$ cat src/rtl/ram_writer_if.sv
// ram_writer_if
// Bundles the streaming input and the AXI4 master bus used by ram_writer.
//   AXIS_IN_*  : source data stream (TDATA/TVALID into the writer, TREADY out)
//   M_AXI_AW*  : write-address channel (writer drives, AWREADY returns)
//   M_AXI_W*   : write-data channel (writer drives, WREADY returns)
//   M_AXI_B*   : write-response channel (BRESP/BVALID return, BREADY driven)
//   M_AXI_AR*, M_AXI_RREADY : read side, held at zero by the writer
// Modports: master = ram_writer side, slave = memory / stream source side.
interface ram_writer_if #(
  parameter int DW = 512,
  parameter int IW = 5
);
  // Source stream
  logic [DW-1:0]   AXIS_IN_TDATA;
  logic            AXIS_IN_TVALID;
  logic            AXIS_IN_TREADY;

  // Write address channel
  logic [IW-1:0]   M_AXI_AWID;
  logic [63:0]     M_AXI_AWADDR;
  logic [7:0]      M_AXI_AWLEN;
  logic [2:0]      M_AXI_AWSIZE;
  logic [1:0]      M_AXI_AWBURST;
  logic            M_AXI_AWLOCK;
  logic [3:0]      M_AXI_AWCACHE;
  logic [2:0]      M_AXI_AWPROT;
  logic [3:0]      M_AXI_AWQOS;
  logic            M_AXI_AWVALID;
  logic            M_AXI_AWREADY;

  // Write data channel
  logic [DW-1:0]   M_AXI_WDATA;
  logic [DW/8-1:0] M_AXI_WSTRB;
  logic            M_AXI_WLAST;
  logic            M_AXI_WVALID;
  logic            M_AXI_WREADY;

  // Write response channel
  logic [1:0]      M_AXI_BRESP;
  logic            M_AXI_BVALID;
  logic            M_AXI_BREADY;

  // Read address channel and read-data ready (unused, tied off)
  logic [IW-1:0]   M_AXI_ARID;
  logic [63:0]     M_AXI_ARADDR;
  logic [7:0]      M_AXI_ARLEN;
  logic [2:0]      M_AXI_ARSIZE;
  logic [1:0]      M_AXI_ARBURST;
  logic            M_AXI_ARLOCK;
  logic [3:0]      M_AXI_ARCACHE;
  logic [2:0]      M_AXI_ARPROT;
  logic [3:0]      M_AXI_ARQOS;
  logic            M_AXI_ARVALID;
  logic            M_AXI_RREADY;

  modport master (
    input  AXIS_IN_TDATA, AXIS_IN_TVALID,
    output AXIS_IN_TREADY,
    output M_AXI_AWID, M_AXI_AWADDR, M_AXI_AWLEN, M_AXI_AWSIZE, M_AXI_AWBURST,
           M_AXI_AWLOCK, M_AXI_AWCACHE, M_AXI_AWPROT, M_AXI_AWQOS, M_AXI_AWVALID,
    input  M_AXI_AWREADY,
    output M_AXI_WDATA, M_AXI_WSTRB, M_AXI_WLAST, M_AXI_WVALID,
    input  M_AXI_WREADY,
    input  M_AXI_BRESP, M_AXI_BVALID,
    output M_AXI_BREADY,
    output M_AXI_ARID, M_AXI_ARADDR, M_AXI_ARLEN, M_AXI_ARSIZE, M_AXI_ARBURST,
           M_AXI_ARLOCK, M_AXI_ARCACHE, M_AXI_ARPROT, M_AXI_ARQOS, M_AXI_ARVALID,
           M_AXI_RREADY
  );

  modport slave (
    output AXIS_IN_TDATA, AXIS_IN_TVALID,
    input  AXIS_IN_TREADY,
    input  M_AXI_AWID, M_AXI_AWADDR, M_AXI_AWLEN, M_AXI_AWSIZE, M_AXI_AWBURST,
           M_AXI_AWLOCK, M_AXI_AWCACHE, M_AXI_AWPROT, M_AXI_AWQOS, M_AXI_AWVALID,
    output M_AXI_AWREADY,
    input  M_AXI_WDATA, M_AXI_WSTRB, M_AXI_WLAST, M_AXI_WVALID,
    output M_AXI_WREADY,
    output M_AXI_BRESP, M_AXI_BVALID,
    input  M_AXI_BREADY,
    input  M_AXI_ARID, M_AXI_ARADDR, M_AXI_ARLEN, M_AXI_ARSIZE, M_AXI_ARBURST,
           M_AXI_ARLOCK, M_AXI_ARCACHE, M_AXI_ARPROT, M_AXI_ARQOS, M_AXI_ARVALID,
           M_AXI_RREADY
  );
endinterface

$ cat src/rtl/ram_writer.sv
// ram_writer
// Streams AXIS beats into memory starting at address 0 as a sequence of
// AXI4 INCR write bursts: full_blocks bursts of BLOCK_CYCLES beats followed
// by an optional trailing burst of partial_block_cycles beats.
// Ports:
//   clk                  : rising-edge clock
//   reset                : asynchronous active-high reset
//   full_blocks          : number of full blocks, captured on an accepted start
//   partial_block_cycles : beats in the trailing partial block (0 = none)
//   start                : one-cycle pulse, only honoured while idle
//   idle                 : no transfer in progress
//   bresp_error          : sticky, set by any non-OKAY write response
//   axi                  : stream input and AXI4 master (ram_writer_if.master)
// The address issue (AW FSM) and the data path (W) run independently; W may
// run ahead of AW, and completion is judged from the B-response count.
module ram_writer #(
  parameter int DW           = 512,
  parameter int IW           = 5,
  parameter int BLOCK_CYCLES = 64
) (
  input  logic          clk,
  input  logic          reset,
  input  logic [31:0]   full_blocks,
  input  logic [7:0]    partial_block_cycles,
  input  logic          start,
  output logic          idle,
  output logic          bresp_error,
  ram_writer_if.master  axi
);

  typedef enum logic [1:0] {
    IDLE,
    FULL,
    PARTIAL,
    WAIT_B
  } state_t;

  localparam logic [63:0] BLOCK_BYTES    = 64'(BLOCK_CYCLES * (DW / 8));
  localparam logic [7:0]  FULL_LEN       = 8'(BLOCK_CYCLES - 1);
  localparam logic [8:0]  FULL_LAST_BEAT = 9'(BLOCK_CYCLES - 1);
  localparam logic [2:0]  AXI_SIZE       = 3'($clog2(DW / 8));

  state_t       state_q, state_d;
  logic [63:0]  awaddr_q, awaddr_d;
  logic [7:0]   awlen_q, awlen_d;
  logic [31:0]  full_q, full_d;
  logic [7:0]   part_q, part_d;
  logic [31:0]  aw_cnt_q, aw_cnt_d;
  logic [32:0]  w_burst_q, w_burst_d;
  logic [8:0]   beat_q, beat_d;
  logic [32:0]  b_cnt_q, b_cnt_d;
  logic         bresp_err_q, bresp_err_d;

  logic         aw_valid;
  logic         b_ready;
  logic         aw_hs;
  logic         w_hs;
  logic         b_hs;
  logic         w_active;
  logic         w_last;
  logic [8:0]   last_beat;
  logic [32:0]  total_bursts;

  // Handshake and W-path decode. The partial burst contributes one extra
  // burst to the total only when its length is nonzero.
  always_comb begin
    total_bursts = {1'b0, full_q} + {32'd0, (part_q != 8'd0)};
    w_active     = (w_burst_q < total_bursts);
    last_beat    = (w_burst_q < {1'b0, full_q}) ? FULL_LAST_BEAT
                                                : ({1'b0, part_q} - 9'd1);
    w_last       = w_active && (beat_q == last_beat);
    aw_valid     = (state_q == FULL) || (state_q == PARTIAL);
    b_ready      = (state_q != IDLE);
    aw_hs        = aw_valid && axi.M_AXI_AWREADY;
    w_hs         = axi.AXIS_IN_TVALID && axi.M_AXI_WREADY && w_active;
    b_hs         = axi.M_AXI_BVALID && b_ready;
  end

  // Next-state logic. W and B counting is evaluated first so that an
  // accepted start, handled in the IDLE branch, overrides it with a clean
  // restart of every counter.
  always_comb begin
    state_d     = state_q;
    awaddr_d    = awaddr_q;
    awlen_d     = awlen_q;
    full_d      = full_q;
    part_d      = part_q;
    aw_cnt_d    = aw_cnt_q;
    w_burst_d   = w_burst_q;
    beat_d      = beat_q;
    b_cnt_d     = b_cnt_q;
    bresp_err_d = bresp_err_q;

    if (w_hs) begin
      if (w_last) begin
        beat_d    = 9'd0;
        w_burst_d = w_burst_q + 33'd1;
      end else begin
        beat_d    = beat_q + 9'd1;
      end
    end

    if (b_hs) begin
      b_cnt_d = b_cnt_q + 33'd1;
      if (axi.M_AXI_BRESP != 2'b00) begin
        bresp_err_d = 1'b1;
      end
    end

    case (state_q)
      IDLE: begin
        if (start) begin
          full_d      = full_blocks;
          part_d      = partial_block_cycles;
          awaddr_d    = 64'd0;
          aw_cnt_d    = 32'd0;
          w_burst_d   = 33'd0;
          beat_d      = 9'd0;
          b_cnt_d     = 33'd0;
          bresp_err_d = 1'b0;
          if (full_blocks != 32'd0) begin
            awlen_d = FULL_LEN;
            state_d = FULL;
          end else if (partial_block_cycles != 8'd0) begin
            awlen_d = partial_block_cycles - 8'd1;
            state_d = PARTIAL;
          end
        end
      end

      FULL: begin
        if (aw_hs) begin
          awaddr_d = awaddr_q + BLOCK_BYTES;
          aw_cnt_d = aw_cnt_q + 32'd1;
          if (aw_cnt_q == (full_q - 32'd1)) begin
            if (part_q != 8'd0) begin
              awlen_d = part_q - 8'd1;
              state_d = PARTIAL;
            end else begin
              state_d = WAIT_B;
            end
          end
        end
      end

      PARTIAL: begin
        if (aw_hs) begin
          state_d = WAIT_B;
        end
      end

      WAIT_B: begin
        if (b_cnt_q == total_bursts) begin
          state_d = IDLE;
        end
      end

      default: begin
        state_d = IDLE;
      end
    endcase
  end

  // State register; reset abandons any transfer in flight.
  always_ff @(posedge clk or posedge reset) begin
    if (reset) begin
      state_q     <= IDLE;
      awaddr_q    <= 64'd0;
      awlen_q     <= 8'd0;
      full_q      <= 32'd0;
      part_q      <= 8'd0;
      aw_cnt_q    <= 32'd0;
      w_burst_q   <= 33'd0;
      beat_q      <= 9'd0;
      b_cnt_q     <= 33'd0;
      bresp_err_q <= 1'b0;
    end else begin
      state_q     <= state_d;
      awaddr_q    <= awaddr_d;
      awlen_q     <= awlen_d;
      full_q      <= full_d;
      part_q      <= part_d;
      aw_cnt_q    <= aw_cnt_d;
      w_burst_q   <= w_burst_d;
      beat_q      <= beat_d;
      b_cnt_q     <= b_cnt_d;
      bresp_err_q <= bresp_err_d;
    end
  end

  // idle drops in the start cycle itself so software sees the acceptance
  // even when a zero-length request never leaves IDLE.
  assign idle        = (state_q == IDLE) && !start;
  assign bresp_error = bresp_err_q;

  assign axi.M_AXI_AWID    = {IW{1'b0}};
  assign axi.M_AXI_AWADDR  = awaddr_q;
  assign axi.M_AXI_AWLEN   = awlen_q;
  assign axi.M_AXI_AWSIZE  = AXI_SIZE;
  assign axi.M_AXI_AWBURST = 2'b01;
  assign axi.M_AXI_AWLOCK  = 1'b0;
  assign axi.M_AXI_AWCACHE = 4'd0;
  assign axi.M_AXI_AWPROT  = 3'd0;
  assign axi.M_AXI_AWQOS   = 4'd0;
  assign axi.M_AXI_AWVALID = aw_valid;

  assign axi.M_AXI_WDATA    = axi.AXIS_IN_TDATA;
  assign axi.M_AXI_WSTRB    = {(DW/8){1'b1}};
  assign axi.M_AXI_WLAST    = w_last;
  assign axi.M_AXI_WVALID   = axi.AXIS_IN_TVALID && w_active;
  assign axi.AXIS_IN_TREADY = axi.M_AXI_WREADY && w_active;

  assign axi.M_AXI_BREADY = b_ready;

  assign axi.M_AXI_ARID    = {IW{1'b0}};
  assign axi.M_AXI_ARADDR  = 64'd0;
  assign axi.M_AXI_ARLEN   = 8'd0;
  assign axi.M_AXI_ARSIZE  = 3'd0;
  assign axi.M_AXI_ARBURST = 2'd0;
  assign axi.M_AXI_ARLOCK  = 1'b0;
  assign axi.M_AXI_ARCACHE = 4'd0;
  assign axi.M_AXI_ARPROT  = 3'd0;
  assign axi.M_AXI_ARQOS   = 4'd0;
  assign axi.M_AXI_ARVALID = 1'b0;
  assign axi.M_AXI_RREADY  = 1'b0;

endmodule
$ cat src/flat_wrapper.sv
// flat-port wrapper written by rule: the top's interface ports become plain ports
module ram_writer_flat 
#(
  parameter int DW           = 512,
  parameter int IW           = 5,
  parameter int BLOCK_CYCLES = 64
)
  (clk, reset, full_blocks, partial_block_cycles, start, idle, bresp_error, axi_AXIS_IN_TDATA, axi_AXIS_IN_TVALID, axi_AXIS_IN_TREADY, axi_M_AXI_AWID, axi_M_AXI_AWADDR, axi_M_AXI_AWLEN, axi_M_AXI_AWSIZE, axi_M_AXI_AWBURST, axi_M_AXI_AWLOCK, axi_M_AXI_AWCACHE, axi_M_AXI_AWPROT, axi_M_AXI_AWQOS, axi_M_AXI_AWVALID, axi_M_AXI_AWREADY, axi_M_AXI_WDATA, axi_M_AXI_WSTRB, axi_M_AXI_WLAST, axi_M_AXI_WVALID, axi_M_AXI_WREADY, axi_M_AXI_BRESP, axi_M_AXI_BVALID, axi_M_AXI_BREADY, axi_M_AXI_ARID, axi_M_AXI_ARADDR, axi_M_AXI_ARLEN, axi_M_AXI_ARSIZE, axi_M_AXI_ARBURST, axi_M_AXI_ARLOCK, axi_M_AXI_ARCACHE, axi_M_AXI_ARPROT, axi_M_AXI_ARQOS, axi_M_AXI_ARVALID, axi_M_AXI_RREADY);
  ram_writer_if #(.DW(DW), .IW(IW)) axi_i ();
  input  logic clk;
  input  logic reset;
  input  logic [31:0] full_blocks;
  input  logic [7:0] partial_block_cycles;
  input  logic start;
  output logic idle;
  output logic bresp_error;
  input wire logic [$bits(axi_i.AXIS_IN_TDATA)-1:0] axi_AXIS_IN_TDATA;
  input wire logic [$bits(axi_i.AXIS_IN_TVALID)-1:0] axi_AXIS_IN_TVALID;
  output wire logic [$bits(axi_i.AXIS_IN_TREADY)-1:0] axi_AXIS_IN_TREADY;
  output wire logic [$bits(axi_i.M_AXI_AWID)-1:0] axi_M_AXI_AWID;
  output wire logic [$bits(axi_i.M_AXI_AWADDR)-1:0] axi_M_AXI_AWADDR;
  output wire logic [$bits(axi_i.M_AXI_AWLEN)-1:0] axi_M_AXI_AWLEN;
  output wire logic [$bits(axi_i.M_AXI_AWSIZE)-1:0] axi_M_AXI_AWSIZE;
  output wire logic [$bits(axi_i.M_AXI_AWBURST)-1:0] axi_M_AXI_AWBURST;
  output wire logic [$bits(axi_i.M_AXI_AWLOCK)-1:0] axi_M_AXI_AWLOCK;
  output wire logic [$bits(axi_i.M_AXI_AWCACHE)-1:0] axi_M_AXI_AWCACHE;
  output wire logic [$bits(axi_i.M_AXI_AWPROT)-1:0] axi_M_AXI_AWPROT;
  output wire logic [$bits(axi_i.M_AXI_AWQOS)-1:0] axi_M_AXI_AWQOS;
  output wire logic [$bits(axi_i.M_AXI_AWVALID)-1:0] axi_M_AXI_AWVALID;
  input wire logic [$bits(axi_i.M_AXI_AWREADY)-1:0] axi_M_AXI_AWREADY;
  output wire logic [$bits(axi_i.M_AXI_WDATA)-1:0] axi_M_AXI_WDATA;
  output wire logic [$bits(axi_i.M_AXI_WSTRB)-1:0] axi_M_AXI_WSTRB;
  output wire logic [$bits(axi_i.M_AXI_WLAST)-1:0] axi_M_AXI_WLAST;
  output wire logic [$bits(axi_i.M_AXI_WVALID)-1:0] axi_M_AXI_WVALID;
  input wire logic [$bits(axi_i.M_AXI_WREADY)-1:0] axi_M_AXI_WREADY;
  input wire logic [$bits(axi_i.M_AXI_BRESP)-1:0] axi_M_AXI_BRESP;
  input wire logic [$bits(axi_i.M_AXI_BVALID)-1:0] axi_M_AXI_BVALID;
  output wire logic [$bits(axi_i.M_AXI_BREADY)-1:0] axi_M_AXI_BREADY;
  output wire logic [$bits(axi_i.M_AXI_ARID)-1:0] axi_M_AXI_ARID;
  output wire logic [$bits(axi_i.M_AXI_ARADDR)-1:0] axi_M_AXI_ARADDR;
  output wire logic [$bits(axi_i.M_AXI_ARLEN)-1:0] axi_M_AXI_ARLEN;
  output wire logic [$bits(axi_i.M_AXI_ARSIZE)-1:0] axi_M_AXI_ARSIZE;
  output wire logic [$bits(axi_i.M_AXI_ARBURST)-1:0] axi_M_AXI_ARBURST;
  output wire logic [$bits(axi_i.M_AXI_ARLOCK)-1:0] axi_M_AXI_ARLOCK;
  output wire logic [$bits(axi_i.M_AXI_ARCACHE)-1:0] axi_M_AXI_ARCACHE;
  output wire logic [$bits(axi_i.M_AXI_ARPROT)-1:0] axi_M_AXI_ARPROT;
  output wire logic [$bits(axi_i.M_AXI_ARQOS)-1:0] axi_M_AXI_ARQOS;
  output wire logic [$bits(axi_i.M_AXI_ARVALID)-1:0] axi_M_AXI_ARVALID;
  output wire logic [$bits(axi_i.M_AXI_RREADY)-1:0] axi_M_AXI_RREADY;
  assign axi_i.AXIS_IN_TDATA = axi_AXIS_IN_TDATA;
  assign axi_i.AXIS_IN_TVALID = axi_AXIS_IN_TVALID;
  assign axi_AXIS_IN_TREADY = axi_i.AXIS_IN_TREADY;
  assign axi_M_AXI_AWID = axi_i.M_AXI_AWID;
  assign axi_M_AXI_AWADDR = axi_i.M_AXI_AWADDR;
  assign axi_M_AXI_AWLEN = axi_i.M_AXI_AWLEN;
  assign axi_M_AXI_AWSIZE = axi_i.M_AXI_AWSIZE;
  assign axi_M_AXI_AWBURST = axi_i.M_AXI_AWBURST;
  assign axi_M_AXI_AWLOCK = axi_i.M_AXI_AWLOCK;
  assign axi_M_AXI_AWCACHE = axi_i.M_AXI_AWCACHE;
  assign axi_M_AXI_AWPROT = axi_i.M_AXI_AWPROT;
  assign axi_M_AXI_AWQOS = axi_i.M_AXI_AWQOS;
  assign axi_M_AXI_AWVALID = axi_i.M_AXI_AWVALID;
  assign axi_i.M_AXI_AWREADY = axi_M_AXI_AWREADY;
  assign axi_M_AXI_WDATA = axi_i.M_AXI_WDATA;
  assign axi_M_AXI_WSTRB = axi_i.M_AXI_WSTRB;
  assign axi_M_AXI_WLAST = axi_i.M_AXI_WLAST;
  assign axi_M_AXI_WVALID = axi_i.M_AXI_WVALID;
  assign axi_i.M_AXI_WREADY = axi_M_AXI_WREADY;
  assign axi_i.M_AXI_BRESP = axi_M_AXI_BRESP;
  assign axi_i.M_AXI_BVALID = axi_M_AXI_BVALID;
  assign axi_M_AXI_BREADY = axi_i.M_AXI_BREADY;
  assign axi_M_AXI_ARID = axi_i.M_AXI_ARID;
  assign axi_M_AXI_ARADDR = axi_i.M_AXI_ARADDR;
  assign axi_M_AXI_ARLEN = axi_i.M_AXI_ARLEN;
  assign axi_M_AXI_ARSIZE = axi_i.M_AXI_ARSIZE;
  assign axi_M_AXI_ARBURST = axi_i.M_AXI_ARBURST;
  assign axi_M_AXI_ARLOCK = axi_i.M_AXI_ARLOCK;
  assign axi_M_AXI_ARCACHE = axi_i.M_AXI_ARCACHE;
  assign axi_M_AXI_ARPROT = axi_i.M_AXI_ARPROT;
  assign axi_M_AXI_ARQOS = axi_i.M_AXI_ARQOS;
  assign axi_M_AXI_ARVALID = axi_i.M_AXI_ARVALID;
  assign axi_M_AXI_RREADY = axi_i.M_AXI_RREADY;
  ram_writer #(.DW(DW), .IW(IW), .BLOCK_CYCLES(BLOCK_CYCLES)) u_core (.clk(clk), .reset(reset), .full_blocks(full_blocks), .partial_block_cycles(partial_block_cycles), .start(start), .idle(idle), .bresp_error(bresp_error), .axi(axi_i));
endmodule
$ cat config.mk
export PLATFORM = sky130hd
export DESIGN_NAME = ram_writer_flat
export DESIGN_NICKNAME = d
export VERILOG_FILES = /design/src/rtl/ram_writer_if.sv /design/src/rtl/ram_writer.sv /design/src/flat_wrapper.sv
export SDC_FILE = /design/constraint.sdc
export NUM_CORES = 1
export LEC_CHECK = 0
export CORE_AREA = 4 4 518 520
export CTS_CLUSTER_DIAMETER = 40
export DETAILED_ROUTE_END_ITERATION = 8
export DIE_AREA = 0 0 522 524
export GPL_TIMING_DRIVEN = 0
export PLACE_DENSITY = 0.35
export SETUP_SLACK_MARGIN = 0.2
export SYNTH_ARGS = -nofsm -noshare
export SYNTH_HDL_FRONTEND = slang
export SYNTH_SLANG_ARGS = --single-unit
$ cat constraint.sdc
create_clock -name clk -period 12.72 [get_ports clk]
set_clock_uncertainty 0.05 [all_clocks]
set_input_delay 1.272 -clock clk [delete_from_list [all_inputs] [get_ports clk]]
set_output_delay 1.272 -clock clk [all_outputs]
set_load 0.1 [all_outputs]
==> impl_metrics.toml <==
[outcome]
outcome = "finished, final reports clean"

[critical_path]
rr_worst_depth = 22
crit_end = "axi_M_AXI_WLAST"
worstPathArrival_ps = 7150
path_cells = "inv_1 > ha_1 > or4b_1 > nor4_4 > inv_1 > ha_1 > ha_1 > nand3_1 > nor4_1 > xnor2_1 > ha_1 > a211oi_1 > nand3_1 > o21ai_0 > a31oi_1 > a31oi_1 > and2_1 > and3_1 > clkdlybuf4s50_1"
crit_path_end_kind = "output port"
r2r-start = "u_core.part_q[0]"
startpoint = "u_core.part_q[0]"
cp_max_fo = 7
critPathRequiredTime_ps = 11400
cpMaxStageDelayCell = "clkdlybuf4s50_1"
r2r_end = "u_core.w_burst_q[29]"
crit_cells = 19
critPathKind = "register to output port"
crit_family = "simple AND/OR/NAND/NOR gates"
reg2reg_slack_ps = 5840
worst_path_largest_cell_delay_ps = 1140
crit_top_cell = "ha_1"
critical_path_buf_inv_count = 3
start_kind = "register"

[final_layout]
fin_cells = 6854
final_nets = 3920
drive_gt1_frac = 0.2568
final_common_cell = "buf_4"
fin_area_sq_um = 33000
syn2layout_area_growth_pct = 64.68
final_cell_mix = "buf_4, clkdlybuf4s50_1, dfrtp_1"

[floorplanning]
core-area_sq_um = 264100
rows = 189
start_util = 0.07586
die_area_sq_um = 273500
pin_count = 1334
die_y_um = 524
fp.dieW_um = 522

[timing]
setup_violations = 0
tightestPinTransition_ps = 1379
tns_ps = 0
slew-limit-headroom = 0.07783
max_freq_mhz = 118.1
rsz0062_at_grt = "no"
post-route-min-period_ps = 8468
hold_viol_final = 0
min_period_over_period = 0.6657
slew_viol_final = 0

[route]
via_per_inst = 2.810
routed_wl_um = 118500
vias = 19260
drc = 0
first_pass_iters = 5
ant_nets = 0
drt_iter0_markers = 1046
routedWlPerCell_um = 17.29

[global_routing]
grt_max_degree = 96
grt_pass1_vias = 19560
grt_pass1_wl_um = 155300
antenna_found_initial = 32
grt-ovfl-total = 0
grtUsageTotal = 0.08037

[synth]
synth_edf_count = 0
synth_xor_area_frac = 0.09254
ys.flop_type = "dfrtp_1"
ys_seq_area_frac = 0.2623
synth_area_sq_um = 20040
ys_seq_elements = 210
synth_mux_area_frac = 0.01424
netlist_instances = 2416
avgSynthCellArea_sq_um = 8.293
yosys.area_share.simple = 0.1995
synth.distinct_cells = 81
ys_warn_count = 0
synth_compound_area_frac = 0.08617
synth_top_family_by_area = "buffers and inverters"
synthAdderAreaFrac = 0.04808
async_flop_share = 1.000

[cts]
cts_tree = "yes"
cts_sinks = 210
postCtsHoldBufs = 0
cts_buffer_depth = 3
post_cts_buffers = 0
path_clk_slew_ps = 50
htreeDepth = 2
cts-buffers-inserted = 42
worstSkewPairLatency_ps = 600
root_buffer = "clkbuf_16"
cts_resized = 0

[worst_hold_path]
min_path_type = "register to register"
hold_depth = 1

[run]
cap_violations = 0

[power_and_ir_drop]
p_leak_nw = 14.03
peakVddDrop_mv = 0.3285
powerDensity_nw_per_um2 = 216.7

[placed_design]
gp_congestion = 0.8647
port_buffers = 627
place_area_sq_um = 31530
hpwl_um = 103100
dp.cells = 6771
-- metrics by stage --
| step | hold WS (ps) | utilization | total power, mW | setup slack [ps] |
|---|---|---|---|---|
| 6_report | 466.0 | 0.1249 | 7.151 | 4252 |
| 4_1_cts | 474.2 | 0.1249 | 7.237 | 4101 |
| 2_1_floorplan | 453.5 | - | 4.662 | 5660 |
| 3_5_place_dp | 448.4 | 0.1194 | 6.006 | 4819 |
| 3_3_place_gp | 451.2 | 0.1191 | 6.029 | 1085 |
| 5_1_grt | 491.9 | 0.1249 | 7.651 | 3791 |
-- layout make-up --
cell class	instances	area, sq um
diodes	7	17.52
plain buffers	790	5708
clock buffers	48	1114
clock inverters	28	336.6
fillers	30310	231100
inverters	64	247.7
multi-input cells	1544	9562
flip-flops and latches	210	5255
well taps	3533	4420
repair buffers	630	6336
-- registers in the layout (all words and copies together), names as in the netlist --
signal	cells
u_core.beat_q	9
u_core.w_burst_q	33
u_core.bresp_error	1
u_core.b_cnt_q	33
u_core.aw_cnt_q	32
u_core.full_q	32
u_core.axi.M_AXI_AWLEN	8
u_core.state_q	2
u_core.axi.M_AXI_AWADDR	52
u_core.part_q	8
-- worst min path at each step --
stage | startpoint | end | slack [ps]
after floorplan | u_core.part_q[4] | u_core.part_q[4] | 450
after global placement | u_core.axi.M_AXI_AWLEN[6] | u_core.axi.M_AXI_AWLEN[6] | 450
after detailed placement | u_core.axi.M_AXI_AWLEN[7] | u_core.axi.M_AXI_AWLEN[7] | 450
after CTS | u_core.axi.M_AXI_AWLEN[7] | u_core.axi.M_AXI_AWLEN[7] | 470
after global routing | u_core.axi.M_AXI_AWLEN[6] | u_core.axi.M_AXI_AWLEN[6] | 490
final | u_core.axi.M_AXI_AWLEN[7] | u_core.axi.M_AXI_AWLEN[7] | 470
-- cells in the mapped netlist (12+ instances only) --
library cell | n | area share
a21o_1 | 13 | 0.0049
a21oi_1 | 68 | 0.017
and3_1 | 42 | 0.013
and4_1 | 15 | 0.0066
buf_2 | 14 | 0.0035
buf_4 | 714 | 0.27
clkbuf_1 | 50 | 0.0094
dfrtp_1 | 210 | 0.26
ha_1 | 77 | 0.048
inv_1 | 62 | 0.012
mux2i_1 | 12 | 0.0060
nand2_1 | 184 | 0.034
nand2b_1 | 18 | 0.0056
nand3_1 | 88 | 0.022
nand4_1 | 64 | 0.020
nor2_1 | 155 | 0.029
nor3_1 | 44 | 0.011
nor4_1 | 47 | 0.015
o21ai_0 | 96 | 0.024
or3_1 | 42 | 0.013
xnor2_1 | 99 | 0.043
xor2_1 | 105 | 0.046
-- layer usage --
metal / track usage / vias up / part of all wire
met5: 0 / - / 0.00039
met1: 0.08487 / 8973 / 0.36
met2: 0.1536 / 1049 / 0.53
met4: 0.03028 / 8 / 0.038
li1: - / 9100 / -
met3: 0.01825 / 133 / 0.076
-- cell families (layout without fill, tap and decap cells) --
group,after synthesis,in the layout
other,2,201
AO/OA/AOI/OAI,277,277
adder cells (fa/ha/maj),77,77
multiplexers,24,24
XOR/XNOR,207,207
buffers and inverters,854,1560
AND/OR/NAND/NOR,765,765
flip-flops,210,210
-- power by group --
group / internal, mW / switching [mW] / leakage, nW / total, mW
Sequential: 0.732 / 0.0822 / 2.66 / 0.815
Clock: 0.718 / 0.443 / 0.689 / 1.16
Combinational: 1.74 / 3.44 / 10.7 / 5.18
No activity file was read; power rests on OpenSTA's default activity.
